==> config.mk <==
export PLATFORM = sky130hd
export DESIGN_NAME = traffic_light_monitor
export DESIGN_NICKNAME = d
export VERILOG_FILES = /design/src/rtl/traffic_pkg.sv /design/src/rtl/traffic_dir_tracker.sv /design/src/rtl/traffic_light_monitor.sv
export SDC_FILE = /design/constraint.sdc
export NUM_CORES = 1
export LEC_CHECK = 0
export CORE_MARGIN = 4
export CORE_UTILIZATION = 25
export DETAILED_ROUTE_END_ITERATION = 16
export PLACE_DENSITY_LB_ADDON = 0.1
export RECOVER_POWER = 50
export REMOVE_ABC_BUFFERS = 1
export SLEW_MARGIN = 10
export SYNTH_ARGS = -nofsm -noshare
export SYNTH_HDL_FRONTEND = slang
export SYNTH_SLANG_ARGS = --single-unit
==> constraint.sdc <==
create_clock -name clk -period 3.35 [get_ports clk]
set_clock_uncertainty 0.1 [all_clocks]
set_input_delay 0.67 -clock clk [delete_from_list [all_inputs] [get_ports clk]]
set_output_delay 0.67 -clock clk [all_outputs]
set_load 0.01 [all_outputs]
==> src/rtl/traffic_pkg.sv <==
// Shared lamp encodings, direction indices and tracker phases for the
// traffic light monitor.
package traffic_pkg;

  localparam logic [2:0] LIGHT_RED    = 3'b100;
  localparam logic [2:0] LIGHT_YELLOW = 3'b010;
  localparam logic [2:0] LIGHT_GREEN  = 3'b001;

  typedef enum logic [1:0] {DIR_N, DIR_S, DIR_E, DIR_W} dir_e;

  typedef enum logic [1:0] {PH_RED, PH_GREEN, PH_YELLOW} phase_e;

endpackage

==> src/rtl/traffic_dir_tracker.sv <==
// Per-direction phase tracker: follows one lamp bus tick by tick and flags
// encoding, transition and dwell violations for the current sample.
module traffic_dir_tracker
  import traffic_pkg::*;
#(
  parameter int GREEN_MIN    = 2,
  parameter int GREEN_MAX    = 10,
  parameter int YELLOW_TICKS = 2
) (
  input  logic       clk,
  input  logic       rst_a,
  input  logic       tick,
  input  logic [2:0] lights,
  output logic       non_red,
  output logic       to_green,
  output logic       to_red,
  output logic       enc_err,
  output logic       seq_err,
  output logic       tim_err
);

  localparam int              DW_W   = $clog2(GREEN_MAX + 2);
  localparam logic [DW_W-1:0] DW_SAT = DW_W'(GREEN_MAX + 1);

  phase_e          phase, phase_nxt, obs;
  logic [DW_W-1:0] dwell, dwell_nxt;
  logic            legal;

  always_ff @(posedge clk or negedge rst_a) begin
    if (!rst_a) begin
      phase <= PH_RED;
      dwell <= '0;
    end else if (tick) begin
      phase <= phase_nxt;
      dwell <= dwell_nxt;
    end
  end

  always_comb begin
    phase_nxt = phase;
    dwell_nxt = dwell;
    obs       = PH_RED;
    legal     = 1'b1;
    to_green  = 1'b0;
    to_red    = 1'b0;
    seq_err   = 1'b0;
    tim_err   = 1'b0;
    non_red   = (lights != LIGHT_RED);
    case (lights)
      LIGHT_RED:    obs = PH_RED;
      LIGHT_YELLOW: obs = PH_YELLOW;
      LIGHT_GREEN:  obs = PH_GREEN;
      default:      legal = 1'b0;
    endcase
    enc_err = ~legal;
    // A malformed code leaves phase and dwell untouched.
    if (legal) begin
      if (obs == phase) begin
        if (dwell != DW_SAT) dwell_nxt = dwell + 1'b1;
        // Saturation keeps this from re-firing within the same green phase.
        if (phase == PH_GREEN && int'(dwell) + 1 == GREEN_MAX) tim_err = 1'b1;
      end else begin
        phase_nxt = obs;
        dwell_nxt = '0;
        case (phase)
          PH_RED: begin
            to_green = (obs == PH_GREEN);
            seq_err  = (obs == PH_YELLOW);
          end
          PH_GREEN: begin
            seq_err = (obs == PH_RED);
            tim_err = (obs == PH_YELLOW) && (int'(dwell) + 1 < GREEN_MIN);
          end
          PH_YELLOW: begin
            seq_err = (obs == PH_GREEN);
            to_red  = (obs == PH_RED);
            tim_err = (obs == PH_RED) && (int'(dwell) + 1 != YELLOW_TICKS);
          end
          default: ;
        endcase
      end
    end
  end

endmodule

==> src/rtl/traffic_light_monitor.sv <==
// Passive checker for traffic_control outputs: safety, encoding, sequence
// and dwell checks with sticky flags, error count and rotation count.
module traffic_light_monitor
  import traffic_pkg::*;
#(
  parameter int GREEN_MIN    = 2,
  parameter int GREEN_MAX    = 10,
  parameter int YELLOW_TICKS = 2,
  parameter int ERR_CNT_W    = 8
) (
  input  logic                 clk,
  input  logic                 rst_a,
  input  logic                 clk_out,
  input  logic [2:0]           n_lights,
  input  logic [2:0]           s_lights,
  input  logic [2:0]           e_lights,
  input  logic [2:0]           w_lights,
  input  logic                 clr_err,
  output logic                 err_conflict,
  output logic                 err_encoding,
  output logic                 err_sequence,
  output logic                 err_timing,
  output logic                 err_any,
  output logic [ERR_CNT_W-1:0] err_count,
  output logic [1:0]           active_dir,
  output logic                 active_valid,
  output logic [15:0]          rot_count
);

  logic       clk_out_q, tick;
  logic [2:0] lamps [4];
  logic [3:0] non_red, to_green, to_red, enc_err, seq_err, tim_err;
  logic [2:0] nr_cnt;
  logic [1:0] nr_idx;
  dir_e       exp_dir, exp_dir_nxt;
  logic       exp_any, exp_any_nxt;
  logic [2:0] prog, prog_nxt;
  logic       rot_seq_err, rot_inc;
  logic       c_conf, c_enc, c_seq, c_tim, c_any;

  assign lamps[0] = n_lights;
  assign lamps[1] = s_lights;
  assign lamps[2] = e_lights;
  assign lamps[3] = w_lights;

  // Falling edge of the strobe, half a strobe after the controller updates.
  assign tick = clk_out_q & ~clk_out;

  for (genvar i = 0; i < 4; i++) begin : g_dir
    traffic_dir_tracker #(
      .GREEN_MIN   (GREEN_MIN),
      .GREEN_MAX   (GREEN_MAX),
      .YELLOW_TICKS(YELLOW_TICKS)
    ) u_trk (
      .clk     (clk),
      .rst_a   (rst_a),
      .tick    (tick),
      .lights  (lamps[i]),
      .non_red (non_red[i]),
      .to_green(to_green[i]),
      .to_red  (to_red[i]),
      .enc_err (enc_err[i]),
      .seq_err (seq_err[i]),
      .tim_err (tim_err[i])
    );
  end

  always_comb begin
    nr_cnt = '0;
    nr_idx = '0;
    for (int d = 0; d < 4; d++) begin
      if (non_red[d]) begin
        nr_cnt = nr_cnt + 3'd1;
        nr_idx = 2'(d);
      end
    end
  end

  // prog counts how many of N,S,E,W have gone green in order so far.
  always_comb begin
    exp_any_nxt = exp_any;
    exp_dir_nxt = exp_dir;
    prog_nxt    = prog;
    rot_seq_err = 1'b0;
    rot_inc     = 1'b0;
    for (int d = 0; d < 4; d++) begin
      if (to_green[d]) begin
        if (!exp_any && exp_dir != dir_e'(2'(d))) rot_seq_err = 1'b1;
        exp_dir_nxt = dir_e'(2'(d + 1));
        exp_any_nxt = 1'b0;
        if (d == 0)                prog_nxt = 3'd1;
        else if (prog == 3'(d))    prog_nxt = 3'(d + 1);
        else                       prog_nxt = 3'd0;
      end
    end
    if (to_red[DIR_W] && prog_nxt == 3'd4) begin
      rot_inc  = 1'b1;
      prog_nxt = 3'd0;
    end
  end

  assign c_conf = (nr_cnt > 3'd1);
  assign c_enc  = |enc_err;
  assign c_seq  = (|seq_err) | rot_seq_err;
  assign c_tim  = |tim_err;
  assign c_any  = c_conf | c_enc | c_seq | c_tim;

  always_ff @(posedge clk or negedge rst_a) begin
    if (!rst_a) begin
      clk_out_q    <= 1'b0;
      exp_any      <= 1'b1;
      exp_dir      <= DIR_N;
      prog         <= '0;
      rot_count    <= '0;
      active_dir   <= '0;
      active_valid <= 1'b0;
      err_conflict <= 1'b0;
      err_encoding <= 1'b0;
      err_sequence <= 1'b0;
      err_timing   <= 1'b0;
      err_count    <= '0;
    end else begin
      clk_out_q <= clk_out;
      if (tick) begin
        exp_any      <= exp_any_nxt;
        exp_dir      <= exp_dir_nxt;
        prog         <= prog_nxt;
        rot_count    <= rot_count + {15'd0, rot_inc};
        active_valid <= (nr_cnt == 3'd1);
        if (nr_cnt == 3'd1) active_dir <= nr_idx;
      end
      // A tick error coinciding with a clear survives the clear.
      if (clr_err) begin
        err_conflict <= tick & c_conf;
        err_encoding <= tick & c_enc;
        err_sequence <= tick & c_seq;
        err_timing   <= tick & c_tim;
        err_count    <= (tick && c_any) ? ERR_CNT_W'(1) : '0;
      end else if (tick) begin
        err_conflict <= err_conflict | c_conf;
        err_encoding <= err_encoding | c_enc;
        err_sequence <= err_sequence | c_seq;
        err_timing   <= err_timing | c_tim;
        if (c_any && err_count != '1) err_count <= err_count + 1'b1;
      end
    end
  end

  assign err_any = err_conflict | err_encoding | err_sequence | err_timing;

endmodule

# == After elaboration in Yosys (flattened, before gate mapping) ==
# Index checks and enable logic that the tools add are counted.
# Widths: inputs -> output; s select.
# word_totals
memories,0
latchBits,0
romBits,0
ff_bits,62
ram_bits,0
wordCells,277
input_bits,16
# classes
reduce_logical,50
n_shift,0
multipliers,0
add_sub_neg,13
order_cmp,5
n_mux,103
eq_ne,61
div_mod_pow,0
bitwise,25
# ops
cell,n
$eq 32x5->1 const B,4
$lt 32x3->1 const B,4
$ne 32x3->1 const B,4
$mux 1,63
$mux 4,8
$mux 3,9
$mux 8,3
$reduce_and 3->1,8
$add 4x1->5 const B,4
$logic_and 1x1->1,19
$eq 3x1->1 const B,6
$eq 3x2->1 const B,6
$add 16x1->16,1
$add 4x1->4 const B,4
$eq 2x1->1 const B,8
$eq 2x2->1 const B,8
$logic_not 2->1,8
$mux 2,8
$ne 4x4->1 const B,4
$pmux 2 s2,4
$eq 3x3->1 const B,5
$ne 2x2->1 const B,6
$ne 3x3->1 const B,4
$pmux 1 s3,4
16 further kinds,55

# == Depth between registers and ports, before layout ==
# Gate-level depths: netlist (run 1).
# logic_depth
depth_word,20
mapped_depth,16
ltp_nobuf,16

# == Cells and area by module ==
# A second synthesis (run 1) with hierarchy kept.
# hier_totals
cells_unflattened,534
hier_area_um2,4699.5
# modules_own_cells
module,cells_each,area_each_um2,n_inst,seq_area_each_um2
traffic_dir_tracker,81,660.6,4,150.1
traffic_light_monitor,210,2057.0,1,952.2

# == Worst setup path before layout (run 1) ==
# No wires, ideal clock.
# synth_timing
kind,input to register
from,input port s_lights[0]
to,register err_count[4]
path_stages,12
t_required_ps,3125
arrival_time_ps,3159
path_buffers,2
path_slack_ps,-34
cell_sequence,buf_2 > nor3b_2 > inv_1 > ha_1 > xnor2_1 > ha_1 > o32ai_1 > nand2_1 > nor4_4 > buf_6 > nor3_1 > mux2_2
# synth_between
elab_chain_cells,17
word_cells_on_any_way,44
# synth_lines
element,line,text
"start, declared",traffic_light_monitor.sv:15,"input logic [2:0] s_lights,"
branches (longest 13 deep; another with $add 3x1->3),--,
$or 1x1->1 *,traffic_light_monitor.sv:106,assign c_any = c_conf | c_enc | c_seq | c_tim;
$logic_and 1x1->1 *,traffic_light_monitor.sv:144,if (c_any && err_count != '1) err_count <= err_count + 1'b1;
$reduce_bool 2->1 (no line) *,--,
$reduce_and 2->1 (no line) *,--,
"end signal, assigned",traffic_light_monitor.sv:138,err_count <= (tick && c_any) ? ERR_CNT_W'(1) : '0;
"end signal, assigned",traffic_light_monitor.sv:144,
"end, declared",traffic_light_monitor.sv:24,"output logic [ERR_CNT_W-1:0] err_count,"
# Every way passes the cells marked *.
# A chain may end at the register's enable or synchronous reset.

# == Worst setup path after layout (run 1) ==
# layout_timing
from,input port n_lights[0]
to,register err_count[7]
# layout_between
elab_chain_cells,19
word_cells_on_any_way,48
# layout_lines
element,line,text
"start, declared",traffic_light_monitor.sv:14,"input logic [2:0] n_lights,"
branches (longest 15 deep; another with $add 3x1->3),--,
$or 1x1->1 *,traffic_light_monitor.sv:106,
$logic_and 1x1->1 *,traffic_light_monitor.sv:144,
$reduce_bool 2->1 (no line) *,--,
$reduce_and 2->1 (no line) *,--,
# Marks and branches as above.

==> results of run 1 <==
metal layers:
layer	vias up	routed length (µm)	track usage (%)
met4	0	170	3.42
met5	-	0	0
li1	2204	-	-
met3	14	419	3.56
met1	2128	6430	17.8
met2	67	6500	22.8
power by group:
| group | internal, mW | total (mW) | switching (mW) |
|---|---|---|---|
| Combinational | 0.287 | 0.596 | 0.309 |
| Clock | 0.799 | 1.17 | 0.367 |
| Sequential | 0.802 | 0.851 | 0.0489 |
flip-flops by register name, indices dropped and copies added, names as in the netlist:
name               cells
g_dir.u_trk.dwell     16
rot_count             16
err_count              8
g_dir.u_trk.phase      8
prog                   3
active_dir             2
exp_dir                2
active_valid           1
clk_out_q              1
err_conflict           1
err_encoding           1
err_sequence           1
err_timing             1
exp_any                1
stage by stage:
stage	cells	instance area, µm²	power, mW	setup slack, ns	util, %
after floorplan	511	4460	1.12	0.0527	-
after global placement	874	5890	1.44	-0.463	32.8
after detailed placement	874	5890	1.44	-0.467	32.8
after CTS	896	6450	2.67	0.132	35.9
after global routing	897	6450	2.76	0.00781	35.9
final	897	6450	2.61	0.132	35.9
how the worst max path moves through the flow:
| stage | start | to | slack (ns) | depth (start not counted) |
|---|---|---|---|---|
| 5_1_grt | e_lights[2] | err_count[7] | 0.008 | 11 |
| 6_report | n_lights[0] | err_count[7] | 0.13 | 11 |
| 3_5_place_dp | s_lights[0] | err_count[4] | -0.47 | 12 |
| 4_1_cts | s_lights[0] | err_count[7] | 0.13 | 11 |
| 2_1_floorplan | s_lights[0] | err_count[2] | 0.05 | 10 |
| 3_3_place_gp | s_lights[2] | err_count[4] | -0.46 | 12 |
what timing repair did:
item,CTS,global route
gates resized for setup,39,4
endpoints found under the setup margin,7,5
pin swaps,6,1
setup buffers,6,1
gates cloned,1,0
layout by cell type, fill, tap and decap left out, drive strengths merged, types with 12 or more instances in the layout:
cell type	Yosys	layout
buf	14	89
dfrtp	61	61
nand2	53	53
o21ai	43	43
nor2	41	41
inv	30	31
ha	30	30
clkdlybuf4s50	0	28
a21oi	25	25
nand3	21	21
xnor2	18	18
clkbuf	9	14
and3	12	12
dlygate4sd2	0	12
nor2b	12	12
worst max-delay path, stage by stage:
cell and delay (ns):
dlygate4sd2_1 0.27, buf_4 0.16, and4bb_1 0.24, a31oi_1 0.04
o211a_1 0.26, or4_1 0.52, nand4_1 0.22, nor4_4 0.10
bufbuf_16 0.28, or4_1 0.47, a21oi_1 0.14
logic make-up (layout without fill, tap and decap cells):
family                   count (synthesis)  in the layout  synth area share (%)
AND/OR/NAND/NOR                        215            215                  26.0
AO/OA/AOI/OAI                          142            142                  20.5
flip-flops                              62             62                  33.9
buffers and inverters                   53            187                  5.06
adder cells (fa/ha/maj)                 30             30                  8.20
XOR/XNOR                                27             27                  5.17
multiplexers                             5              5                  1.18
final cells by class:
type | instances | area (µm²) | share of cell area, %
Clock buffer | 9 | 225 | 3.49
Clock inverter | 6 | 134 | 2.08
Inverter | 30 | 113 | 1.75
Multi-Input combinational cell | 419 | 2920 | 45.3
Sequential cell | 62 | 1550 | 24.1
Tap cell | 229 | 287 | 4.44
Timing Repair Buffer | 142 | 1220 | 18.9
==> qor.yml, run 1 <==
status: "finished with violations"
failed_checks: "max-capacitance violations, max-slew violations"
synthToLayoutAreaGrowth_pct: 40.9
p_leak_nw: 2.80
cts_made_buffers: 9
fin_crit_sh_pct: 96.1
ys_async_sr_fraction_pct: 100
cts_tree: "yes"
antenna_found_initial: 0
cp_max_fo: 7
routed_wl_mm: 13.5
rr_worst_depth: 10
clk_pin_slew_ns: 0.07
grt_use_total_pct: 13.7
route.detailed.drc: 0
hold_path_class: "in -> async"
grt_max_degree: 33
cts_sinks: 62
rows: 49
synth.avg_cell_area_um2: 8.57
synth.distinct_cells: 67
drv_cap: 1
htree_num_levels: 3
ios: 48
synth.yosys.seq_area_share_pct: 33.9
synth_top_area_cell: "dfrtp_1"
hold_viol_final: 0
critPathCaptureType: "flop"
netlist_area_um2: 4580
tightest_slew_ns: 1.58
cts_root_buf: "clkbuf_16"
r2r_setup_slack_ns: 0.29
critical_path_class: "in -> reg"
viasPerCell: 4.92
synth_most_common_cell: "dfrtp_1"
relSlewSlack_pct: -5.23
coreArea_um2: 18000
clk_path_buf_depth: 2
ctsHoldBuffers: 0
fin_nets: 710
worstPathArrival_ns: 3.37
clock_latency_ns: 0.34
grt_pass1_wl_mm: 22.6
ant_nets: 0
synth_ff_type: "dfrtp_1"
reg2reg_from: "g_dir[2].u_trk.phase[1]"
hold_ws_ns: 0.360
place_congestion: 0.776
finalSetupTns_ns: 0
die_h_um: 143
synth_common_cells: "dfrtp_1, nand2_1, o21ai_0"
power.density_nw_per_um2: 405
grt_setup_unrepaired: "false"
drive_gt1_share_pct: 21.1
fmax_mhz: 311
yosysWarnings: 0
vdd_drop_max_mv: 0.230
via_count: 4413
die_w_um: 143
critPathLaunchType: "primary input"
cp_data_required_time_ns: 3.50
grt_overflow: 0
wl_per_cell_um: 15.1
slew_viol_final: 33
start_util_pct: 25.5
grt_pass1_vias: 4466
fin_crit_ns: 3.22
design.die.area_um2: 20500
syn_inst: 534
r2r_end: "err_count[7]"
hpwl_mm: 10.2
synth_top_area_share_pct: 33.3
drt_iter0_drc: 261
setup_viol: 0
num_antenna_cells: 0
synth_edf_count: 0
first_pass_iters: 4
synthTopCellsByArea: "dfrtp_1, ha_1, o21ai_0, nand2_1, xnor2_1"
synth_seq_cells: 62
port_buffers: 47
fillCellCount: 1850
Note: power is estimated with default switching activity, not from simulation.
==> inputs of run 2 (changes only) <==
--- a/config.mk
+++ b/config.mk
@@ -5,7 +5,6 @@
 export SDC_FILE = /design/constraint.sdc
 export NUM_CORES = 1
 export LEC_CHECK = 0
-export CORE_MARGIN = 4
 export CORE_UTILIZATION = 25
 export DETAILED_ROUTE_END_ITERATION = 16
 export PLACE_DENSITY_LB_ADDON = 0.1
==> qor.yml, run 2 (synthesis results as in run 1) <==
top_regs: "g_dir.u_trk.dwell (16), rot_count (16)"
fillCellCount: 1802  # -2.6%
synthToLayoutAreaGrowth_pct: 41.9
drive_gt1_share_pct: 23.3  # +2.2 points
first_pass_iters: 5  # +1
design.die.area_um2: 18900  # -8.2%
route.detailed.drc: 0  # unchanged
critPathCaptureType: "flop"
drt_iter0_drc: 185  # -29%
grt_max_degree: 37  # +12%
max_stage_delay_ns: 0.57  # +0.05 ns
rows: 49  # unchanged
clk_pin_slew_ns: 0.06  # about the same
ios: 48  # unchanged
relSlewSlack_pct: -10.3  # -5.0 points
fin_nets: 723  # +1.8%
routed_wl_mm: 13.5  # -0.48%
final_common_cell: "buf_4"
cts_tree: "yes"
grt_pass1_vias: 4402  # -1.4%
clk_path_buf_depth: 2  # unchanged
vdd_drop_max_mv: 0.261  # +14%
antenna_found_initial: 0  # unchanged
layout_common_cells: "buf_4, dfrtp_1, nand2_1"
port_buffers: 47  # unchanged
coreArea_um2: 18000  # unchanged
grt_pass1_wl_mm: 21.9  # -3.2%
r2r_setup_slack_ns: 0.37  # +0.08 ns
utilization_pct: 36.2  # +0.26 points
grt_use_total_pct: 15.0  # +1.3 points
hold_path_class: "reg -> reg"
grt_setup_unrepaired: "true"
p_leak_nw: 2.84  # +1.5%
clock_latency_ns: 0.34  # about the same
tightest_slew_ns: 1.65  # +0.0757 ns
start_util_pct: 25.5  # unchanged
grt_overflow: 0  # unchanged
hpwl_mm: 9.96  # -2.0%
fin_crit_sh_pct: 98.4  # +2.3 points
crit_chain: "clkdlybuf4s50_1 > buf_6 > buf_4 > xor2_1 > o21ai_0 > or4_1 > nand4_1 > nor4_4 > buf_12 > or4_1 > a21oi_1"
ctsHoldBuffers: 0  # unchanged
failed_checks: "max-capacitance violations, max-slew violations"
die_h_um: 137  # -4.2%
place_ws_ns: -0.451  # +0.0160 ns
cp_data_required_time_ns: 3.51  # about the same
ant_nets: 0  # unchanged
critical_path_class: "in -> reg"
power.density_nw_per_um2: 389  # -3.9%
cpMaxStageDelayCell: "or4_1"
critPathLaunchType: "primary input"
num_antenna_cells: 0  # unchanged
cts_root_buf: "clkbuf_16"
cp_max_fo: 12  # +5
via_count: 4446  # +0.75%
htree_num_levels: 3  # unchanged
cts_sinks: 62  # unchanged
die_w_um: 137  # -4.2%
slew_viol_final: 28  # -15%
hold_ws_ns: 0.359  # -0.000437 ns
crit_top_cell: "or4_1"
fmax_mhz: 303  # -2.4%
drv_cap: 1  # unchanged
fin_ws_ns: 0.0541  # -0.0782 ns
wl_per_cell_um: 14.8  # -2.0%
place_congestion: 0.816  # +5.2%
worstPathArrival_ns: 3.45  # +0.08 ns
fin_crit_ns: 3.30  # +0.0782 ns
cts_made_buffers: 9  # unchanged
hold_viol_final: 0  # unchanged
status: "finished with violations"
setup_viol: 0  # unchanged
viasPerCell: 4.88  # -0.80%
==> run 2: metal layers <==
metal / vias up / track usage [%] / part of all wire, %
li1: 2239 / - / -
met4: 0 / 4.46 / 1.2
met3: 11 / 2.69 / 2.6
met5: - / 0 / 0
met1: 2139 / 19.9 / 48
met2: 57 / 24.7 / 48
==> run 2: timing repair <==
item,in CTS,in global routing
gates resized for setup,20,16
gates cloned,0,0
buffers inserted,7,9
pin swaps,7,6
setup endpoints to repair,6,12
hold endpoints to repair,0,0
==> run 2: worst paths after layout <==
kind                                         start                       to  depth (start not counted)
max in group asynchronous                    rst_a             err_count[6]                          2
hold reg to reg                            exp_any                  exp_any                          1
setup / recovery                       e_lights[2]             err_count[7]                         11
setup reg to reg           g_dir[3].u_trk.phase[1]            rot_count[15]                         17
hold / removal                             exp_any                  exp_any                          1
min in group asynchronous                    rst_a  g_dir[2].u_trk.phase[1]                          1
==> run 2: worst max-delay path, delay by kind of cell <==
family | cells | cell delay (ns)
and+or+nand+nor | 4 | 1.35
buffers and inverters | 4 | 0.92
xor gates and xnor gates | 1 | 0.19
AOI/OAI and AO/OA | 2 | 0.30
==> run 2: layout make-up <==
| type | count | area [µm²] | share of cell area (%) |
|---|---|---|---|
| Clock buffer | 9 | 225 | 3.47 |
| Clock inverter | 7 | 103 | 1.58 |
| Inverter | 30 | 113 | 1.73 |
| Multi-Input combinational cell | 419 | 2930 | 45.1 |
| Sequential cell | 62 | 1550 | 23.9 |
| Tap cell | 229 | 287 | 4.41 |
| Timing Repair Buffer | 155 | 1290 | 19.9 |
==> run 2: metrics by stage <==
| stage | cell area (µm²) | cells | power (mW) | TNS, ns |
|---|---|---|---|---|
| floorplan | 4460 | 511 | 1.12 | 0 |
| global placement | 5930 | 879 | 1.45 | -4.81 |
| CTS | 6390 | 902 | 2.55 | -0.00830 |
| finish | 6500 | 911 | 2.53 | 0 |
| detailed placement | 5930 | 879 | 1.45 | -5.55 |
| global route | 6500 | 911 | 2.67 | -0.0326 |
==> run 2: power by group <==
group          switching, mW  internal (mW)  total [mW]  leakage (nW)
sequential            0.0410          0.801       0.842         0.818
clock                  0.396          0.662        1.06         0.157
combinational          0.322          0.307       0.629          1.87
==> RTL change 1, RTL diff (settings of run 2) <==
Add an input register stage for `e_lights`; this delays it by one clock. The other inputs are not delayed to match.
--- a/src/rtl/traffic_light_monitor.sv
+++ b/src/rtl/traffic_light_monitor.sv
@@ -29,2 +29,8 @@
 
+  logic [2:0] e_lights_q;
+
+  always_ff @(posedge clk) begin
+    e_lights_q <= e_lights;
+  end
+
   logic       clk_out_q, tick;
@@ -42,3 +48,3 @@
   assign lamps[1] = s_lights;
-  assign lamps[2] = e_lights;
+  assign lamps[2] = e_lights_q;
   assign lamps[3] = w_lights;
Behaviour: not the same (a bounded check fails within 4 cycles, from zero or initial values and one cycle with rst_a low).
==> RTL change 1 against run 2 <==
  * The flow still finishes with violations (capacitance limit, slew limit)
  * Non-clock buffer count decreased by 27
  * Cell count decreased by 1.8%
  * Fmax increased by 1.4%
  * Die area increased by 4.3%
  * Power decreased by 1.9%
  * Sequential share of layout area increased by 1.2 points
  * Setup slack improved by 46 ps
  * Sequential cell count increased by 3
  * Area after synthesis increased by 4.3%
  * Utilization decreased by 1.8 points
  * Routed wire length decreased by 1.9%
  * Final area decreased by 1.1%
  * Critical path type unchanged
  * Largest cell class unchanged
  * Largest power group unchanged
==> RTL change 1: results (changes against run 2) <==
Worst setup path
  – Slowest stage cell, crit path: clkdlybuf4s50_1 (was or4_1)
  – Worst path arrival time: 3410 ps (was 3450 ps)
  – Flop2flop setup slack: 340 ps (was 370 ps)
  – Largest stage delay on the critical path: 500 ps (was 570 ps)
  – Worst Setup SP: s_lights[2] (was e_lights[2])
  – Worst reg2reg path depth: 15 (was 17)

Logic synthesis
  – Synth area leaders: dfrtp_1, ha_1, o21ai_0 (unchanged)
  – Synth cell types: 81 (was 67)
  – Syn avg cell area: 8.86 sq um (was 8.57 sq um)
  – Most common cell in the synthesized netlist: dfrtp_1 (unchanged)
  – Sequential share of the synthesized area: 33.8% (was 33.9%)

Place
  – Dpl ws: -435 ps (was -451 ps)
  – Post-placement cell count: 871 (was 879)
  – Post-DP HPWL: 9780 um (was 9960 um)
  – Port Buffers: 47 (unchanged)

Route
  – Iteration-0 DRC Markers: 187 (was 185)
  – DRT Wirelength: 13,200 um (was 13,500 um)
  – DR pass1 iterations: 4 (was 5)
  – DR vias/cell: 4.93 (was 4.88)

Timing
  – WHS: 365 ps (was 359 ps)
  – Pins Over Slew Limit: 63 (was 28)
  – Measured slew at the worst slew-check pin: 1700 ps (was 1650 ps)

Run
  – Max_cap viols: 1 (unchanged)

GRT
  – Vias in the first global route: 4,203 (was 4,402)
  – Largest net degree at the start of global routing: 63 (was 37)
  – Tot GR Track Use: 13.9% (was 15.0%)
  – First-pass GRT wire length: 21,400 um (was 21,900 um)

Status
  – Run status: complete, but fails checks (unchanged)
  – Failing checks: capacitance limit, slew limit (unchanged)

Worst hold path
  – Endpoint, Worst Hold: rot_count[15] (was exp_any)
  – Hold crit path type: reg2reg (unchanged)
  – Hold Crit Start: rot_count[15] (was exp_any)

Finish
  – Largest regs: g_dir.u_trk.dwell x16, rot_count x16 (unchanged)
  – Layout cell share with drive strength beyond 1: 21.0% (was 23.3%)
  – Layout Nets: 702 (was 723)

Power and ir drop
  – Worst IR drop on VDD: 0.235 mV (was 0.261 mV)
[RTL change 1: worst max-delay path by stage]
| stage | to | depth (start not counted) | slack, ps |
|---|---|---|---|
| 3_3_place_gp | err_count[7] | 13 | -370 |
| 5_1_grt | err_count[6] | 14 | -7 |
| 2_1_floorplan | err_count[5] | 10 | -30 |
| 3_5_place_dp | err_count[7] | 13 | -440 |
| 4_1_cts | err_count[7] | 13 | 5 |
| 6_report | err_count[7] | 13 | 100 |
[RTL change 1: logic make-up (layout without fill, tap and decap cells)]
family          count (synthesis)  after routing  synth area share [%]
simple gates                  197            197                  23.8
compound gates                158            158                  22.5
flops                          65             65                  33.8
buf+inv                        57            179                  5.95
fa+ha+maj                      30             30                  7.86
xor+xnor                       28             28                  5.29
mux                             4              4                 0.891
[RTL change 1: routing by layer]
metal  up-vias  global-route usage [%]  routed length, um  part of all wire (%)
met3        13                    1.91                487                   3.7
met5         -                       0                  0                     0
met4         0                    5.78                224                   1.7
li1       2196                       -                  -                     -
met2        88                    22.1               6050                    46
met1      2118                    18.8               6440                    49
[RTL change 1: power by group]
group          internal [mW]  switching [mW]  total (mW)
sequential             0.840          0.0662       0.906
clock                  0.583           0.403       0.986
combinational          0.288           0.302       0.591
[RTL change 1: timing repair]
action / CTS / global route
pin swaps: 0 / 6
endpoints found under the setup margin: 4 / 18
buffers inserted: 0 / 8
gates resized for setup: 3 / 22
[RTL change 1: layout make-up]
class                           count  area [sq um]
Fill cell                        1908         12300
Sequential cell                    65          1610
Clock buffer                        9           225
Tap cell                          234           293
Inverter                           35           131
Timing Repair Buffer              128          1110
Multi-Input combinational cell    417          2980
Clock inverter                      7          77.6
[RTL change 1: critical path: cells and delay by family]
kind,cells,cell delay [ps]
compound gates,3,460
buf+inv,3,720
simple gates,3,790
xor+xnor,2,310
fa+ha+maj,2,440
==> RTL change 2, RTL diff (config.mk and constraints of run 2) <==
Without the edit above. Set the parameter `ERR_CNT_W` to 10 (it was 8).
--- a/src/rtl/traffic_light_monitor.sv
+++ b/src/rtl/traffic_light_monitor.sv
@@ -8,3 +8,3 @@
   parameter int YELLOW_TICKS = 2,
-  parameter int ERR_CNT_W    = 8
+  parameter int ERR_CNT_W    = 10
 ) (
Ports: changed (resized err_count); port bits go from 48 to 50. No check against the original RTL was run, so the function may have changed too.
==> RTL change 2 against run 2 <==
  * The run still ends with capacitance limit, slew limit left
  * Final area is 3.2% higher
  * Routed wire length rose by 5.2%
  * Setup slack got worse by 11 ps
  * Area after synthesis up 3.4%
  * Power down 5.9%
  * Sequential cell count is 2 higher
  * Register-to-register slack worse by 30 ps
  * Utilization up 0.52 points
  * Critical path type unchanged
  * Highest routed layer unchanged
==> RTL change 2: results (changes against run 2) <==
Logic synthesis
  – Synth area leaders: dfrtp_1, ha_1, o21ai_0 (unchanged)
  – Synth top cells by count: dfrtp_1, o21ai_0, nand2_1 (was dfrtp_1, nand2_1, o21ai_0)
  – Synth Instances: 564 (was 534)
  – Yosys warnings: 0 (unchanged)
  – Async SR Flop Fraction: 100% (unchanged)
  – Main synth FF type: dfrtp_1 (unchanged)
  – Synth cell types: 67 (unchanged)
  – Sequential share of the synthesized area: 33.8% (was 33.9%)

Worst hold path
  – Hold crit path type: reg2reg (unchanged)
  – Hold Crit Start: rot_count[15] (was exp_any)

Finish
  – FILL cells: 1,887 (was 1,802)
  – Final Non-Filler Cells: 935 (was 911)
  – Layout cell share with drive strength beyond 1: 23.4% (was 23.3%)
  – Layout Nets: 747 (was 723)
  – ANT cells: 0 (unchanged)
  – Largest regs: g_dir.u_trk.dwell x16, rot_count x16, err_count x10 (was g_dir.u_trk.dwell x16, rot_count x16)

Worst setup path
  – Worst-path fanout max: 14 (was 12)
  – RR Startpoint: g_dir[3].u_trk.phase[0] (was g_dir[3].u_trk.phase[1])
  – Worst Setup SP: w_lights[0] (was e_lights[2])
  – Crit path to: err_count[9] (was err_count[7])
  – Worst path arrival time: 3470 ps (was 3450 ps)
  – Flop2flop setup slack: 340 ps (was 370 ps)
  – Worst reg2reg path depth: 12 (was 17)

Power and ir drop
  – Worst IR drop on VDD: 0.246 mV (was 0.261 mV)
  – Leak Pwr: 2.89 nW (was 2.84 nW)

GRT
  – First-pass GRT wire length: 23,300 um (was 21,900 um)
  – Largest net degree at the start of global routing: 37 (unchanged)
  – Vias in the first global route: 4,549 (was 4,402)
  – Initial antenna violation count: 0 (unchanged)
  – Tot GR Track Use: 15.1% (was 15.0%)

Clock tree
  – Worst-path clk slew: 60 ps (about the same)
  – Latest clock arrival within the worst-skew pair: between 300 and 400 ps
  – CTS buffer count: 9 (unchanged)
  – CTS Buffer Depth: 2 (unchanged)
  – Root buffer selected by CTS: clkbuf_16 (unchanged)
  – H-tree depth: 3 (unchanged)

Place
  – Port Buffers: 49 (was 47)
  – GPL Wtd Cong: 0.828 (was 0.816)
  – Post-placement cell count: 914 (was 879)
  – Post-DP HPWL: 10,500 um (was 9960 um)
  – Dpl ws: -447 ps (was -451 ps)

Route
  – WL/cell: 15.1 um (was 14.8 um)
  – Iteration-0 DRC Markers: 293 (was 185)
  – DR pass1 iterations: 5 (unchanged)
  – Via Count: 4,661 (was 4,446)

Timing
  – Pins Over Slew Limit: 30 (was 28)
  – WHS: 364 ps (was 359 ps)
  – Fin crit share: 98.7% (was 98.4%)
  – Measured slew at the worst slew-check pin: 1780 ps (was 1650 ps)

Status
  – Failing checks: capacitance limit, slew limit (unchanged)
  – Run status: complete, but fails checks (unchanged)

Run
  – Max_cap viols: 1 (unchanged)
==> RTL change 2: cell types whose count changed after synthesis, sizes merged, moves of 4 or more <==
cell / change
o21ai: +11
nand2: -7
nand3: +7
o22ai: +6
xnor2: +6
nand4: +4
o2bb2ai: -4
==> RTL change 2: kinds of logic (layout without fill, tap and decap cells) <==
group	Yosys count	count (layout)	synth area share, %
compound gates	153	153	20.7
buf+inv	62	203	5.55
xor+xnor	30	30	5.55
fa+ha+maj	30	30	7.93
mux	9	9	2.03
simple gates	216	217	24.4
flops	64	64	33.8
==> RTL change 2: per-layer routing <==
| metal | track usage [%] | share of wire (%) | routed length (um) | vias to the layer above |
|---|---|---|---|---|
| li1 | - | - | - | 2325 |
| met1 | 20.2 | 48 | 6850 | 2247 |
| met2 | 24.3 | 47 | 6680 | 74 |
| met3 | 3.44 | 3.2 | 458 | 15 |
| met4 | 4.22 | 1.2 | 163 | 0 |
| met5 | 0 | 0 | 0 | - |
==> RTL change 2: timing repair <==
item                                    in CTS  in global routing
endpoints found under the setup margin       8                 19
gates resized for setup                      9                 41
pin swaps                                    2                  9
setup buffers                                0                  4
gates cloned                                 0                  1
==> RTL change 2: cell type report <==
class	count	area [sq um]	area share, %
Timing Repair Buffer	154	1300	19.4
Clock inverter	6	43.8	0.653
Sequential cell	64	1600	23.9
Multi-Input combinational cell	439	3100	46.3
Clock buffer	10	239	3.57
Tap cell	229	287	4.28
Inverter	33	128	1.90
==> RTL change 2: critical path, stage by stage <==
cell and delay [ps]:
clkdlybuf4s50_1 500, buf_4 210, nor2_1 100, a31oi_2 220, o211ai_1 170, o32ai_2 320, nor4_2 80, buf_4 140
and3_4 180, and2_2 220, or4_1 520, a21oi_2 140
==> RTL change 2: power breakdown <==
group          internal, mW  total [mW]  switching (mW)  leakage [nW]
clock                 0.523       0.905           0.382         0.139
combinational         0.291       0.606           0.315          1.90
sequential            0.829       0.869          0.0398         0.845
total                  1.64        2.38           0.737          2.89
==> RTL change 2: through the flow <==
stage	util, %	TNS, ps	area, sq um
after floorplan	-	0	4600
after global placement	33.7	-6850	6150
after detailed placement	33.7	-7380	6150
after CTS	35.5	0	6480
after global routing	36.7	-164	6700
final	36.7	0	6700
==> RTL change 2: worst min-delay path by stage <==
stage                               end  cells past startpoint
after global routing      rot_count[15]                      1
after floorplan           active_dir[0]                      0
after CTS                  rot_count[5]                      1
final                     rot_count[15]                      1
after detailed placement        exp_any                      2
after global placement          exp_any                      2
